==> src/rtl/fifo_wr_adapter.sv <==
`default_nettype none
// ============================================================================
// fifo_wr_adapter : write-domain front end for the async FIFO. Two-entry skid
//                   buffer between a valid/ready producer and the FIFO write
//                   port, with saturating write and stall statistics.
// Revision        : 1.0 - initial release
// ============================================================================
module fifo_wr_adapter #(
  parameter int DSIZE       = 8,
  parameter int CNTW        = 16,
  parameter int AF_THROTTLE = 0
) (
  input  logic             wclk,
  input  logic             wrst_n,
  input  logic             s_valid,
  output logic             s_ready,
  input  logic [DSIZE-1:0] s_data,
  input  logic             flush,
  output logic             winc,
  output logic [DSIZE-1:0] wdata,
  input  logic             wfull,
  input  logic             awfull,
  output logic [CNTW-1:0]  wr_count,
  output logic [CNTW-1:0]  stall_count
);

  localparam logic            c_af_throttle = (AF_THROTTLE != 0);
  localparam logic [CNTW-1:0] c_cnt_max     = '1;

  logic [DSIZE-1:0] r_head;
  logic [DSIZE-1:0] r_tail;
  logic [1:0]       r_occ;
  logic             r_rdy_q;
  logic [CNTW-1:0]  r_wr_count;
  logic [CNTW-1:0]  r_stall_count;

  logic             w_acc;
  logic             w_drain;
  logic             w_stall;
  logic [1:0]       w_occ_drained;
  logic [1:0]       w_occ_next;
  logic             w_rdy_next;

  // Ready is purely registered; flush is the only combinational gate on it.
  assign s_ready = r_rdy_q & ~flush;
  assign w_acc   = s_valid & s_ready;
  assign w_drain = (r_occ != 2'd0) & ~wfull & ~flush;
  assign w_stall = (r_occ != 2'd0) & wfull & ~flush;

  assign winc        = w_drain;
  assign wdata       = r_head;
  assign wr_count    = r_wr_count;
  assign stall_count = r_stall_count;

  always_comb begin
    w_occ_drained = r_occ - {1'b0, w_drain};
    w_occ_next    = flush ? 2'd0 : (w_occ_drained + {1'b0, w_acc});
    w_rdy_next    = (w_occ_next < 2'd2) &
                    ~(c_af_throttle & awfull & (w_occ_next != 2'd0));
  end

  always_ff @(posedge wclk or negedge wrst_n) begin
    if (!wrst_n) begin
      r_occ   <= 2'd0;
      r_rdy_q <= 1'b0;
    end else begin
      r_occ   <= w_occ_next;
      r_rdy_q <= w_rdy_next;
    end
  end

  // Drain shifts tail into head; a new word lands in head only when the
  // buffer is empty after that shift, which keeps acceptance order.
  always_ff @(posedge wclk or negedge wrst_n) begin
    if (!wrst_n) begin
      r_head <= '0;
      r_tail <= '0;
    end else begin
      if (w_drain) begin
        r_head <= r_tail;
      end
      if (w_acc) begin
        if (w_occ_drained == 2'd0) begin
          r_head <= s_data;
        end else begin
          r_tail <= s_data;
        end
      end
    end
  end

  always_ff @(posedge wclk or negedge wrst_n) begin
    if (!wrst_n) begin
      r_wr_count    <= '0;
      r_stall_count <= '0;
    end else begin
      if (w_drain && (r_wr_count != c_cnt_max)) begin
        r_wr_count <= r_wr_count + CNTW'(1);
      end
      if (w_stall && (r_stall_count != c_cnt_max)) begin
        r_stall_count <= r_stall_count + CNTW'(1);
      end
    end
  end

endmodule
`default_nettype wire

==> config.mk <==
export PLATFORM = sky130hd
export DESIGN_NAME = fifo_wr_adapter
export DESIGN_NICKNAME = d
export VERILOG_FILES = /design/src/rtl/fifo_wr_adapter.sv
export SDC_FILE = /design/constraint.sdc
export NUM_CORES = 1
export LEC_CHECK = 0
export ABC_AREA = 1
export BUFFER_PORTS_ARGS = -buffer_cell sky130_fd_sc_hd__buf_2
export CAP_MARGIN = 20
export CORE_MARGIN = 1.5
export CORE_UTILIZATION = 50
export DETAILED_ROUTE_END_ITERATION = 16
export PLACE_DENSITY = 0.76
export SLEW_MARGIN = 20
export SYNTH_ARGS = -nofsm -noshare
export SYNTH_HDL_FRONTEND = slang
export SYNTH_SLANG_ARGS = --single-unit
==> constraint.sdc <==
create_clock -name wclk -period 1.5 [get_ports wclk]
set_input_delay 0.375 -clock wclk [delete_from_list [all_inputs] [get_ports wclk]]
set_output_delay 0.375 -clock wclk [all_outputs]
set_load 0.05 [all_outputs]
### Word level (Yosys, flattened, before mapping)

Index checks and enable logic that the tools add are counted.

| storage, ports and cells | value |
|---|---|
| flip-flop bits (word level) | 51 |
| word-level logic and storage cells | 31 |

| cells by class | value |
|---|---|
| equality and inequality tests | 2 |
| mux-type cells | 4 |
| magnitude comparators | 1 |
| bitwise gates (word level) | 9 |
| add/sub/neg operators | 4 |
| reductions and logical operators | 5 |

Operators with widths:

| operator | number |
|---|---|
| 16-bit by 1-bit adder with 16-bit output, second input constant | 2 |
| 16-bit inequality test, second input constant | 2 |
| 8-bit two-way mux | 3 |
| 1-bit bitwise AND | 6 |
| 1-bit inverter | 3 |
| 2-bit by 1-bit adder with 2-bit output | 1 |
| 1-bit logical AND | 2 |
| 2-bit zero test | 1 |
| 2-bit less-than comparator, second input constant | 1 |
| 2-bit two-way mux | 1 |
| 2-bit AND reduction | 1 |
| 2-bit nonzero test | 1 |
| 2-bit by 1-bit subtractor with 2-bit output | 1 |

### Logic depth before layout (Yosys ltp)

Gate-level depths: netlist (run 1).

| depth | value |
|---|---|
| word-level depth | 7 |
| depth in mapped cells | 9 |

### Worst setup path after synthesis (run 1)

Ideal clock, no wire load.

| timing path | value |
|---|---|
| kind | register to register |
| start | register r_wr_count[0], in the netlist wr_count[0] |
| end | register r_wr_count[10], in the netlist wr_count[10] |
| stages on the path, launching flop included | 10 |
| period minus slack after synthesis | 1.921 ns |
| data required time | 1.377 ns |
| arrival | 1.798 ns |
| setup slack | -0.421 ns |
| cell sequence | dfrtp_1 ha_1 inv_1 nor2_2 nand2_2 nor2_2 nor2_4 buf_6 nand3_1 nand2_1 |

| between the ends | value |
|---|---|
| word-level cells in the longest chain between the ends | 2 |
| elaborated cells between the ends (all ways) | 3 |
| those cells by class | add/sub: 1; eq/ne: 1; reduce/logical: 1 |

Ends and longest elaborated chain:

| what | line | source |
|---|---|---|
| from (decl) | 34 | `logic [CNTW-1:0] r_wr_count;` |
| from (signal assigned) | 98 | `r_wr_count <= r_wr_count + CNTW'(1);` |
| branches (longest 2 deep; another with 16-bit by 1-bit adder with 16-bit output) | - |  |

Parallel ways; which one is timed is not known.
A chain may end at the register's enable or synchronous reset.

### Worst setup path in the final report (run 1)

| timing path | value |
|---|---|
| start | register r_occ[1] |
| end | output winc |

| between the ends | value |
|---|---|
| word-level cells in the longest chain between the ends | 3 |

Ends and longest elaborated chain:

| what | line | source |
|---|---|---|
| from (decl) | 32 | `logic [1:0] r_occ;` |
| from (signal assigned) | 67 | `r_occ <= w_occ_next;` |
| 2-bit nonzero test | 47 | `assign w_drain = (r_occ != 2'd0) & ~wfull & ~flush;` |
| 1-bit bitwise AND (2 in series) | 47 |  |
| to (decl) | 19 | `output logic winc,` |

No other way between the ends.

==> metrics list, run 1 <==
* Post-route fraction of the period consumed by the critical path: 101%
- For this run, the leading register cell type out of synthesis is dfrtp_1.
- Biggest area contributors in the synthesized netlist: dfrtp_1 43%, nand2_1 22%, nor2_1 4.5%, inv_1 4.3%, nand3_1 3.2%
- In the final design database the tool counted 514 nets.
- Worst endpoint required time: 1.12 ns
- Worst rel slew slack: 79.7%
* Sequential element share of the synthesized area: 43.4%
* Routed Antenna Nets: 0
* First-pass GRT wire length: 11100 um
- The biggest area contributor in the post-synthesis netlist is dfrtp_1.
- Setup TNS: -0.0198 ns
- Initial antenna violation count: 0
- I/O Pins: 56
- No sink is reached through more buffers than the 2 on the longest clock path.
* Final setup violation count: 1
- Total number of vias: 2821
- CTS tree: done
- Worst slew pin tran: 0.305 ns
- Number of register bits inferred by synthesis: 51
* Total number of H-tree levels: 2
- Number of flops mapped to enable cells by yosys: 0
- After global routing the overflow that remains totals 0.
- Post-Syn Instances: 403
- Final HPWL from detailed placement: 4750 um
* Maximum ir drop on the vdd rail: 0.881 mV
- The repair_antennas step left the layout with diodes totalling 0.
* Violated checks: negative setup slack
- Count of hold-fix buffers inserted at cts: 0
- Counting every sink on the clock net gives 51.
- After detailed routing, the total wire length is 6980 um.
* Post-synth top cells: 172 x nand2_1, 51 x dfrtp_1, 35 x nor2_1
* Critical path data arrival time: 1.14 ns
- The floorplan step defined a die boundary enclosing 0.00635 mm2.
- Counting the fill cells in the layout gives 489.
- Starting density of the core: 52.5%
- Initial DRT Pass Iterations: 4
* Pin count of the biggest net entering global routing: 52
* Share of final-layout standard cells stronger than drive strength 1: 34.9%
- After detailed routing, the average wire length per cell comes to 12.2 um.
- Cell Rows: 27
- For this design the ratio of total power to cell area is 1210 mW/mm2.
- Cell area after placement: 0.00354 mm2
* Worst slack on hold paths: 0.0389 ns
- DIE HEIGHT: 79.7 um
* Highest clock frequency the design can meet: 0.658 GHz
- Final design area excluding fillers: 0.00385 mm2
- Root buf cell: clkbuf_8
- In this run the worst hold path is classified as input port to async pin.
* Number of unique standard cell types used by synthesis: 29
- Of all nets on the critical path, the largest fanout is 3.
- Number of buffers added on ports: 54
- Post-route clock skew: 0.00357 ns
- STA classifies the critical path endpoint as a primary output.
- Setup WS post-layout: -0.0198 ns
- Vias per Instance: 4.95
- Status: finished with violations
* Most common cell in the netlist: nand2_1
* Area inside the core boundary: 0.00561 mm2
* Synthesis-to-finish area growth: 30.9%
* Max_cap viols: 0
- The number of global-route vias before repair is 2481.
* Pins over their slew limit: 0
- Number of buffers added by the clock tree synthesis step: 5
- Minimum clock period after layout: 1.52 ns
- Synthesis warning total: 0
- The worst setup path is launched from a flip-flop.
- Horizontal extent of the die: 79.7 um
- The top cell type by area accounts for 43.4% of the synthesized area.
- The number of hold-slack violations in the final timing report is 0.
- For this run, design rule violations remaining after detail routing come to 0.
- Clock latency on the worst-skew pair, taken at its later pin, is 0.31 ns.
* Leakage: 1.92 nW
- Clock transition at the register clock pins on the worst setup and hold paths after CTS: 0.10 ns
* Aggregate global-route resource usage: 22.0%
- Area of the mapped netlist: 0.00294 mm2
- At the end of routability-driven placement, the weighted congestion stood at 0.843.
* RSZ-0062 raised after global routing: true
* Synthesized area divided by synthesized cell count: 7.30 um2
- The setup path with the least slack is of type flip-flop to primary output.
* Post-synth net total: 420
* Share of async-settable or async-resettable flops after synthesis: 100%
- The detailed router finished its first iteration with 206 violations.
[path summary, 6_finish.rpt]
kind | slack [ns] | depth (start not counted) | end | startpoint
hold reg to reg | 0.50 | 2 | r_tail[5]$_DFFE_PN0P_ | r_tail[5]$_DFFE_PN0P_
setup reg to reg | 0.07 | 8 | wr_count[12]$_DFFE_PN0P_ | wr_count[8]$_DFFE_PN0P_
min in group wclk | 0.31 | 3 | wdata[4]$_DFF_PN0_ | s_data[4]
setup / recovery | -0.02 | 3 | winc | r_occ[1]$_DFF_PN0_
max in group asynchronous | 1.21 | 2 | stall_count[12]$_DFFE_PN0P_ | wrst_n
hold / removal | 0.04 | 2 | stall_count[1]$_DFFE_PN0P_ | wrst_n
[worst max-delay path: stages (launching register included)]
cell and delay (ns):
dfrtp_1 0.41, nor2_4 0.07, nor3_4 0.16, buf_6 0.19
[routing by layer]
metal	up-vias	track usage (%)	wire length, um
met4	0	5.61	39
met2	59	38.1	3480
met1	1306	28.4	3160
li1	1452	-	-
met3	4	3.89	295
met5	-	0	0
[area by class of cell]
type / instances / area [um2] / share of cell area (%)
clock buffer: 5 / 68.8 / 1.79
sequential: 51 / 1310 / 34.1
multi-input combinational: 309 / 1580 / 41.0
timing repair inverter: 1 / 6.26 / 0.162
clock inverter: 3 / 27.5 / 0.715
timing repair buffer: 91 / 612 / 15.9
tap: 72 / 90.1 / 2.34
inverter: 38 / 155 / 4.03
[cells by family after synthesis]
| group | count (synthesis) | synth area share, % |
|---|---|---|
| buffers and inverters | 44 | 6.80 |
| AO/OA/AOI/OAI | 35 | 6.85 |
| adder cells (fa/ha/maj) | 3 | 1.28 |
| AND/OR/NAND/NOR | 258 | 38.1 |
| XOR/XNOR | 12 | 3.57 |
| flip-flops | 51 | 43.4 |
[timing repair]
action / in CTS / in global routing
endpoints found under the setup margin: 1 / 28
gates cloned: 0 / 2
pin swaps: 0 / 3
gates resized for setup: 4 / 28
setup buffers: 2 / 17
[layout by cell type (no fill, tap or decap)]
master | Yosys | final
nand2_1 | 172 | 169
buf_2 | 1 | 51
inv_1 | 34 | 33
buf_4 | 2 | 32
nor2_1 | 35 | 30
dfrtp_2 | 0 | 29
o21ai_1 | 17 | 22
dfrtp_1 | 51 | 22
nand3_1 | 19 | 19
xnor2_1 | 10 | 10
nand2_2 | 9 | 9
nand4_1 | 9 | 9
nor2_4 | 2 | 6
nor2_2 | 5 | 6
o21ai_0 | 12 | 6
o21ai_2 | 4 | 5
clkbuf_8 | 0 | 5
buf_6 | 3 | 5
nand2_4 | 1 | 4
inv_2 | 2 | 3
buf_12 | 0 | 3
nor3_4 | 1 | 2
nand4_2 | 2 | 2
o21ai_4 | 1 | 2
inv_8 | 0 | 2
xor2_1 | 2 | 2
ha_4 | 0 | 2
and3_4 | 1 | 1
a21oi_1 | 1 | 1
nand3_4 | 0 | 1
clkinv_4 | 0 | 1
ha_1 | 3 | 1
clkinvlp_4 | 0 | 1
inv_6 | 0 | 1
inv_4 | 1 | 1
[report_power, final]
part           switching (mW)  leakage [nW]  internal (mW)
registers               0.254         0.623           1.67
logic                    1.27          1.25          0.635
clock network           0.509        0.0467          0.347
total                    2.03          1.92           2.65
[through the flow]
step / instances / util (%) / worst slack (ns) / total power [mW]
after global placement: 542 / 63.1 / 0.0549 / 3.63
final: 570 / 68.7 / -0.0198 / 4.68
after detailed placement: 542 / 63.1 / 0.00970 / 3.69
after CTS: 552 / 65.4 / -0.0265 / 4.55
after global routing: 570 / 68.7 / -0.0586 / 4.94
after floorplan: 403 / - / -0.106 / 3.21
[sequential cells by signal, summed over array words and instances, names as in the netlist]
register,flops
stall_count,16
wr_count,16
r_tail,8
wdata,8
r_occ,2
r_rdy_q,1
Power figures use the tool's default switching activity.
==> inputs of run 2 (changes only) <==
--- a/config.mk
+++ b/config.mk
@@ -8,10 +8,12 @@
 export ABC_AREA = 1
 export BUFFER_PORTS_ARGS = -buffer_cell sky130_fd_sc_hd__buf_2
 export CAP_MARGIN = 20
+export CELL_PAD_IN_SITES_DETAIL_PLACEMENT = 0
+export CELL_PAD_IN_SITES_GLOBAL_PLACEMENT = 1
 export CORE_MARGIN = 1.5
-export CORE_UTILIZATION = 50
+export CORE_UTILIZATION = 36
 export DETAILED_ROUTE_END_ITERATION = 16
-export PLACE_DENSITY = 0.76
+export PLACE_DENSITY_LB_ADDON = 0.1
 export SLEW_MARGIN = 20
 export SYNTH_ARGS = -nofsm -noshare
 export SYNTH_HDL_FRONTEND = slang
==> run 2 against run 1 <==
The run still ends with negative setup slack left; design area grew 3.7%; fmax shrank 0.13%; die area grew 37%; core utilization shrank 18 points; critical endpoint unchanged.
==> metrics list, run 2 (synthesis gave the netlist of run 1 again) <==
- Status: finished with violations
* Violated checks: negative setup slack
* Pint: 2.64 mW
* Via count of the first global-routing pass: 2633
- Along the worst hold path, the cell count comes to 3.
- Once detail routing completed, the nets flagged for antenna violations numbered 0.
* Antenna Cells: 0
- Critical path data arrival time: 1.15 ns
- Root buf cell: clkbuf_8
* Most common library cell in the layout ignoring fill and taps: nand2_1
* First-pass GRT wire length: 12300 um
* Endpoint kind of the worst setup timing path: primary output
* Net switching component of the power: 2.03 mW
- The max-slew violation count is 0.
- Leaving out fill and tap cells, the most frequent cells in the layout are 169 x nand2_1, 44 x buf_2, 42 x buf_4.
- Total number of H-tree levels: 2
* RSZ-0062 raised after global routing: true
* Setup WS post-layout: -0.0219 ns
* Pin count of the biggest net entering global routing: 41
- The first detailed-routing pass ran for 5 iterations.
- Across every metal layer, demand over resource in global routing totals 17.8%.
- Max-cap violations in this run came to 0.
* Worst slew pin tran: 0.350 ns
* Vias per Instance: 4.51
- Timing would allow up to 0.657 GHz.
- Measured along the x axis, the die boundary spans 93.4 um.
- For this block, wires on met1 add up to 3610 um.
- Worst R2R Path Depth: 8
- In this run the critical register-to-register path is launched from stall_count[1]$_DFFE_PN0P_.
* Number of clock sinks: 51
- I/O Pins: 56
* Combinational cell fraction of total power: 40.0%
* Critical path fanouts, max: 2
* Share of power burned in the clock network: 18.9%
* Worst rel slew slack: 76.7%
- Clock transition at the register clock pins on the worst setup and hold paths after CTS: 0.11 ns
- TritonCTS built the clock tree.
- TritonCTS created 5 clock buffers.
- The critical path goes through nor2_2 -> nor3_4 -> buf_8.
- Setup TNS: -0.0219 ns
* Synthesis-to-finish area growth: 35.8%
- Setup slack on the worst reg-to-reg path comes out at 0.04 ns.
- At the later pin of the worst-skew pair, clock insertion delay measures 0.32 ns.
* Sum of routed wire length over all layers: 7100 um
- Total number of vias: 2739
- Final GP Congestion: 0.764
* Net Sw Frac: 43.5%
- The total overflow left after global routing is 0.
* End-of-flow core utilization: 51.2%
- Tracing the worst setup path back leads to its startpoint at r_occ[1]$_DFF_PN0_.
- Initial antenna violation count: 0
- Number of hold violations in the final report: 0
* Clock Path Buffers: 2
* Leakage: 1.97 nW
* Post-route fraction of the period consumed by the critical path: 101%
- Summed over all nets, wire length on met3 after detailed routing comes to 226 um.
* Worst endpoint required time: 1.12 ns
* Routed wire per std cell: 11.7 um
* DRC Markers: 0
- Setup violations remaining at the end of the flow were counted as 1.
- The worst register-to-register path ends at stall_count[15]$_DFFE_PN0P_.
* Highest layer used for signal routing: met4
- The floorplan step defined a core boundary enclosing 0.00781 mm2.
- Maximum ir drop on the vdd rail: 0.487 mV
- Port buffering added 54 buffers.
- Share of final-layout standard cells stronger than drive strength 1: 35.8%
- Worst path max stage delay: 0.39 ns
- Die area: 0.00873 mm2
* Minimum clock period after layout: 1.52 ns
- From bottom edge to top edge, the die measures 93.4 um.
* Number of DRC violations after detailed-routing iteration 0: 125
- The worst hold path begins at s_data[6].
* Cell area after placement: 0.00375 mm2
- For this run, the post-layout net count is 521.
- Sequential cells burn 41.1% of the power.
- After routing the design area is 0.00400 mm2.
- The slowest stage of the critical path is the dfrtp_1 cell.
* Crit path launch type: flip-flop
* Final HPWL from detailed placement: 5370 um
- Post-route clock skew: 0.0147 ns
* Cell Rows: 32
* Met2 Wirelength: 3180 um
- By startpoint and endpoint, the worst setup path is classified as flip-flop to primary output.
* Class of the most critical hold timing path: input port to flip-flop
- Starting density of the core: 37.7%
- Following the worst setup path forward leads to its endpoint at winc.
* PD cells: 1170 mW/mm2
run 2: cell types whose count changed in the layout (fill, tap and decap cells not counted), moves of 2 or more:
cell / before / now
buf_4: 32 / 42
buf_2: 51 / 44
o21ai_0: 6 / 11
nor2_2: 6 / 10
o21ai_1: 22 / 18
buf_12: 3 / 6
clkinv_4: 1 / 3
nor2_1: 30 / 28
nor2_4: 6 / 4
o21ai_2: 5 / 3
run 2: area by class of cell:
cell class              instances  area (um2)
fillers                       780        3810
multi-input cells             308        1560
flip-flops and latches         51        1310
repair buffers                100         748
inverters                      38         153
well taps                     102         128
clock buffers                   5        68.8
clock inverters                 3        28.8
run 2: how the worst min path moves through the flow:
stage / to / slack [ns]
final: wdata[6]$_DFF_PN0_ / 0.29
after global routing: wdata[5]$_DFF_PN0_ / 0.28
after CTS: wdata[6]$_DFF_PN0_ / 0.28
after detailed placement: stall_count[1]$_DFFE_PN0P_ / 0.30
after global placement: stall_count[1]$_DFFE_PN0P_ / 0.30
after floorplan: r_occ[0]$_DFF_PN0_ / 0.08
run 2: stage by stage:
| step | hold slack [ns] | cells | total power [mW] | setup slack, ns |
|---|---|---|---|---|
| CTS | 0.282 | 603 | 4.69 | -0.0922 |
| finish | 0.290 | 607 | 4.67 | -0.0219 |
| global placement | 0.296 | 592 | 3.72 | -0.00590 |
| global route | 0.281 | 607 | 4.98 | -0.0779 |
| floorplan | 0.0794 | 403 | 3.21 | -0.106 |
| detailed placement | 0.302 | 592 | 3.75 | -0.0185 |
run 2: worst max-delay path: cells and delay by family, from the launching register on:
| kind | cells | cell delay, ns |
|---|---|---|
| buffers and inverters | 1 | 0.18 |
| DFF | 1 | 0.39 |
| and+or+nand+nor | 2 | 0.26 |
run 2: power by group through the flow:
| stage | clock, mW | combinational [mW] | sequential, mW |
|---|---|---|---|
| after global routing | 0.979 | 2.04 | 1.96 |
| final | 0.882 | 1.87 | 1.92 |
| after global placement | 0 | 1.78 | 1.94 |
| after floorplan | 0 | 0.592 | 2.61 |
| after CTS | 0.932 | 1.83 | 1.92 |
| after detailed placement | 0 | 1.80 | 1.95 |
run 2: what timing repair did:
item | 4_1_cts | 5_1_grt
pin swaps | 2 | 5
gates resized for setup | 9 | 26
hold buffers | 1 | 0
endpoints found under the setup margin | 6 | 31
setup buffers | 3 | 4
endpoints found under the hold margin | 11 | 0
cloned | 0 | 0
run 2: per-layer routing:
layer,track usage (%),vias up
li1,-,1473
met1,23.6,1210
met2,29.6,49
met3,3.01,7
met4,4.92,0
met5,0,-
